## src/rtl/pooling_2d_sync_pkg.sv

```systemverilog
// Shared helpers and parameter limits for the pooling_2d control-input synchronizer.
// Counter sizing, idle-level derivation and range checks live here.
package pooling_2d_sync_pkg;

   localparam int unsigned MAX_WIDTH         = 64;
   localparam int unsigned MIN_WIDTH         = 1;
   localparam int unsigned MIN_CYCLES        = 1;
   localparam int unsigned MIN_FILTER_CYCLES = 1;

   function automatic int unsigned cnt_width(input int unsigned n);
      return (n <= 2) ? 1 : $clog2(n);
   endfunction

   // Bit set in ACTIVE_HIGH means the channel idles low.
   function automatic logic [MAX_WIDTH-1:0] init_mask(input logic [MAX_WIDTH-1:0] active_high);
      return ~active_high;
   endfunction

   function automatic bit params_ok(input int unsigned width, input int unsigned cycles,
                                    input int unsigned filter_cycles);
      return (width >= MIN_WIDTH) && (width <= MAX_WIDTH) && (cycles >= MIN_CYCLES) &&
             (filter_cycles >= MIN_FILTER_CYCLES);
   endfunction

endpackage

```

## src/rtl/pooling_2d_sync_chan.sv

```systemverilog
// One synchronizer channel: flop chain, optional stability filter, registered edge pulses.
// The filter is built only when POOLING_2D_SYNC_FILTER_EN is defined.
module pooling_2d_sync_chan
   import pooling_2d_sync_pkg::*;
#(
   parameter int unsigned CYCLES        = 2,
`ifdef POOLING_2D_SYNC_FILTER_EN
   parameter int unsigned FILTER_CYCLES = 4,
`endif
   parameter logic        INIT          = 1'b0
) (
   input  logic clk,
   input  logic reset_n,
   input  logic clear,
   input  logic sig_in,
   output logic sig_out,
   output logic rise,
   output logic fall
);

   logic [CYCLES:0] sync_q, sync_d;
   logic            out_q, next_out;
   logic            rise_q, rise_d;
   logic            fall_q, fall_d;

   always_comb begin
      sync_d = {sync_q[CYCLES-1:0], sig_in};
      if (clear) begin
         sync_d = {(CYCLES+1){INIT}};
      end
   end

`ifdef POOLING_2D_SYNC_FILTER_EN
   localparam int unsigned CW = cnt_width(FILTER_CYCLES);
   localparam logic [CW-1:0] CNT_LAST = CW'(FILTER_CYCLES - 1);

   logic [CW-1:0] cnt_q, cnt_d;

   // Any sample equal to the current output restarts the stability count.
   always_comb begin
      next_out = out_q;
      cnt_d    = '0;
      if (clear) begin
         next_out = INIT;
      end else if (sync_q[CYCLES] != out_q) begin
         if (cnt_q == CNT_LAST) begin
            next_out = sync_q[CYCLES];
         end else begin
            cnt_d = cnt_q + CW'(1);
         end
      end
   end

   always_ff @(posedge clk or negedge reset_n) begin
      if (!reset_n) begin
         cnt_q <= '0;
      end else begin
         cnt_q <= cnt_d;
      end
   end
`else
   always_comb begin
      next_out = clear ? INIT : sync_q[CYCLES];
   end
`endif

   // Clear forces idle without announcing it as an edge.
   always_comb begin
      rise_d = ~clear & next_out & ~out_q;
      fall_d = ~clear & ~next_out & out_q;
   end

   always_ff @(posedge clk or negedge reset_n) begin
      if (!reset_n) begin
         sync_q <= {(CYCLES+1){INIT}};
         out_q  <= INIT;
         rise_q <= 1'b0;
         fall_q <= 1'b0;
      end else begin
         sync_q <= sync_d;
         out_q  <= next_out;
         rise_q <= rise_d;
         fall_q <= fall_d;
      end
   end

   assign sig_out = out_q;
   assign rise    = rise_q;
   assign fall    = fall_q;

endmodule

```

## src/rtl/pooling_2d_sync_multi.sv

```systemverilog
// Multi-channel synchronizer for asynchronous control inputs into the pooling_2d domain.
// Optional glitch filter enabled by defining POOLING_2D_SYNC_FILTER_EN.
module pooling_2d_sync_multi
   import pooling_2d_sync_pkg::*;
#(
   parameter int unsigned      WIDTH         = 4,
   parameter int unsigned      CYCLES        = 2,
   parameter logic [WIDTH-1:0] ACTIVE_HIGH   = {WIDTH{1'b1}},
   parameter int unsigned      FILTER_CYCLES = 4
) (
   input  logic             clk,
   input  logic             reset_n,
   input  logic             clear,
   input  logic [WIDTH-1:0] sig_in,
   output logic [WIDTH-1:0] sig_out,
   output logic [WIDTH-1:0] rise,
   output logic [WIDTH-1:0] fall,
   output logic             changed
);

   localparam logic [WIDTH-1:0] INIT = WIDTH'(init_mask(MAX_WIDTH'(ACTIVE_HIGH)));

   if (!params_ok(WIDTH, CYCLES, FILTER_CYCLES)) begin : g_bad_params
      $error("pooling_2d_sync_multi: WIDTH, CYCLES or FILTER_CYCLES out of range");
   end

   for (genvar i = 0; i < WIDTH; i++) begin : g_chan
      pooling_2d_sync_chan #(
         .CYCLES        (CYCLES),
`ifdef POOLING_2D_SYNC_FILTER_EN
         .FILTER_CYCLES (FILTER_CYCLES),
`endif
         .INIT          (INIT[i])
      ) u_chan (
         .clk     (clk),
         .reset_n (reset_n),
         .clear   (clear),
         .sig_in  (sig_in[i]),
         .sig_out (sig_out[i]),
         .rise    (rise[i]),
         .fall    (fall[i])
      );
   end

   assign changed = |(rise | fall);

endmodule

```

## config.mk

```make
export PLATFORM = sky130hd
export DESIGN_NAME = pooling_2d_sync_multi
export DESIGN_NICKNAME = d
export VERILOG_FILES = /design/src/rtl/pooling_2d_sync_pkg.sv /design/src/rtl/pooling_2d_sync_chan.sv /design/src/rtl/pooling_2d_sync_multi.sv
export SDC_FILE = /design/constraint.sdc
export NUM_CORES = 1
export LEC_CHECK = 0
export CELL_PAD_IN_SITES_DETAIL_PLACEMENT = 1
export CELL_PAD_IN_SITES_GLOBAL_PLACEMENT = 1
export CORE_UTILIZATION = 34
export CTS_CLUSTER_DIAMETER = 150
export CTS_CLUSTER_SIZE = 25
export DETAILED_ROUTE_END_ITERATION = 6
export PLACE_DENSITY = 0.71
export SLEW_MARGIN = 20
export SYNTH_ARGS = -nofsm -noshare
export SYNTH_HDL_FRONTEND = slang
export SYNTH_HIERARCHICAL = 1
export SYNTH_SLANG_ARGS = --single-unit
```

## constraint.sdc

```tcl
create_clock -name clk -period 0.85 [get_ports clk]
set_input_delay 0.17 -clock clk [delete_from_list [all_inputs] [get_ports clk]]
set_output_delay 0.17 -clock clk [all_outputs]
set_load 0.02 [all_outputs]
```

==> metrics <==
Max-Cap Viols 0; GR Util met1 15.3%; gr usage total 13.1%; crit path cell chain nor4_4 -> nand2_1 -> buf_6; WP data required 0.68 ns; post-synth cell types 5; Worst Tran Pin Value 0.215 ns; antenna violations before repair 0; RSZ-0062 raised after global routing yes; vias post-DR 491; vias in the first global route 549; Max FO, Critical Path 2; Post-DP HPWL 828 um; Die Ht 51.0 um; Internal Pwr Total 1.45 mW; core area 2230 sq um; io pins 20; met3 Track Usage GR 3.57%; post-route minimum period 1.45 ns; Worst R2R Setup Slack -0.03 ns; slowest stage delay, CP 0.45 ns; Tcrit/Tclk final 170%; ANT cells 0; nets@finish 90; grt ovf 0; R2R Path Start g_chan[2].u_chan/sig_out; r2r endpoint g_chan[2].u_chan/fall; H-tree Lvls 1; per-cell routed wire length 12.8 um; Seq pwr share 64.0%; synth warn 6; Net Sw Power 0.405 mW; hold buffer count at CTS 0; clk root buf clkbuf_4; status finished, violations left; Iter 0 DRT Violations 1; Mapped Cells 51; Power Density 1540 nW/um^2; critical path launch point type register; Worst-Skew Late Latency 0.31 ns; Starting Density 36.6%; pin count of the biggest net entering global routing 25; Slew HR 85.6%; Synth Cell Area 817 sq um; layer with the highest usage met2; Clock Sink Count 24; register area share after synthesis 73.5%; Area Growth Syn to Fin 47.8%; Sw Ratio 21.8%; final setup fails 15; Final Instance Area 1210 sq um; First-pass DRT Iterations 2; Hold WC Path Type input pin to asynchronous set/reset pin; clk slew on worst S/H paths 0.12 ns; final worst setup slack -0.596 ns; # fillers 219; Port Buffers 19; clk_skew 0.00707 ns; DRC errors left 0; global-route wire length before repair 2440 um; die area 2600 sq um; combinational power share 9.4%; Seq cells post-synth 24; GP Congestion 0.654; crit path max-delay cell type dfrtp_2; final WL 1410 um; share of cells above drive strength 1 46.3%; met2 track demand over resource 21.7%; placed inst area 1120 sq um; vias per cell 4.46; Final Hold Viols 0; clock power share 26.6%; fmax 0.691 GHz; Critical Path End Type output port; CP Class register to output port; Synthesized Nets 58; TritonCTS clock tree yes; overall die width 51.0 um; Worst EP arrival 1.28 ns; post-route ant nets 0; failing checks negative setup slack; Clock Path Buffers 2; final core occ 54.1%; CTS Buf Count 3; Slew Limit Fails 0; total power 1.85 mW; r2r worst-path depth 3; worst vdd ir 0.708 mV; Site Rows 17; Lkg Pwr 0.575 nW; Avg Synthesized Cell Area 16.0 sq um; dpl ws -0.597 ns
[power groups by stage]
stage	Clock, mW	Sequential, mW	Combinational, mW
final	0.493	1.19	0.175
after CTS	0.527	1.18	0.171
after global routing	0.570	1.19	0.193
after floorplan	0	1.21	0.0339
after global placement	0	1.20	0.163
after detailed placement	0	1.20	0.167
[sequential cells by signal (all words and copies together) (netlist names)]
register / flops
g_chan.u_chan/fall: 4
g_chan.u_chan/rise: 4
g_chan.u_chan/sig_out: 4
g_chan.u_chan/sync_q: 12
[repair_timing]
item | 4_1_cts | 5_1_grt
hold endpoints to repair | 0 | 0
pin swaps | 3 | 1
buffers inserted | 1 | 2
gates resized for setup | 69 | 15
endpoints found under the setup margin | 13 | 15
[stage by stage]
stage / std cells / hold WS, ns / TNS (ns)
after floorplan: 51 / -0.126 / -0.195
after global placement: 104 / 0.439 / -7.94
after detailed placement: 104 / 0.446 / -8.74
after CTS: 109 / 0.191 / -3.25
after global routing: 110 / 0.188 / -3.79
final: 110 / 0.197 / -3.08
[cells in the final DEF, fill, tap and decap left out]
cell,n
dfrtp_1,20
nor2b_1,16
buf_6,15
nor3b_2,7
clkdlybuf4s50_1,6
dfrtp_2,4
clkbuf_4,3
buf_4,3
buf_12,2
nor4_4,1
nor4_2,1
nand2_1,1
clkbuf_1,1
nor3b_4,1
buf_2,1
[metal layers]
metal	share of wire (%)	vias to the layer above
li1	-	229
met5	0	-
met1	44	242
met3	5.8	0
met4	0	0
met2	50	20
[worst max-delay path, delay by kind of cell (launching register included)]
kind          cells  cell delay (ns)
simple gates      2             0.39
flops             1             0.45
buf+inv           1             0.14
[synthesized netlist by cell type]
cell / instances / area, sq um
nor2b_1: 16 / 100
nand2_1: 1 / 3.75
dfrtp_1: 24 / 601
nor3b_2: 8 / 100
nor4_1: 2 / 12.5
[how the worst max path moves through the flow]
stage                           from       to  slack (ns)
2_1_floorplan  g_chan[3].u_chan/fall  changed       -0.20
3_3_place_gp   g_chan[3].u_chan/fall  changed       -0.59
3_5_place_dp   g_chan[3].u_chan/fall  changed       -0.60
4_1_cts        g_chan[2].u_chan/rise  changed       -0.55
5_1_grt        g_chan[3].u_chan/fall  changed       -0.70
6_report       g_chan[3].u_chan/fall  changed       -0.60
[kinds of logic (layout without fill, tap and decap cells)]
logic type | Yosys count | count (layout) | synth area share (%)
AND/OR/NAND/NOR | 27 | 27 | 26.5
buffers and inverters | 0 | 31 | 0
flip-flops | 24 | 24 | 73.5
[final cells by class]
| class | count | area (sq um) | area share, % |
|---|---|---|---|
| multi-input cells | 27 | 244 | 20.2 |
| well taps | 28 | 35.0 | 2.90 |
| clock buffers | 4 | 26.3 | 2.18 |
| repair buffers | 27 | 297 | 24.6 |
| flip-flops and latches | 24 | 606 | 50.2 |
Power figures use the tool's default switching activity.
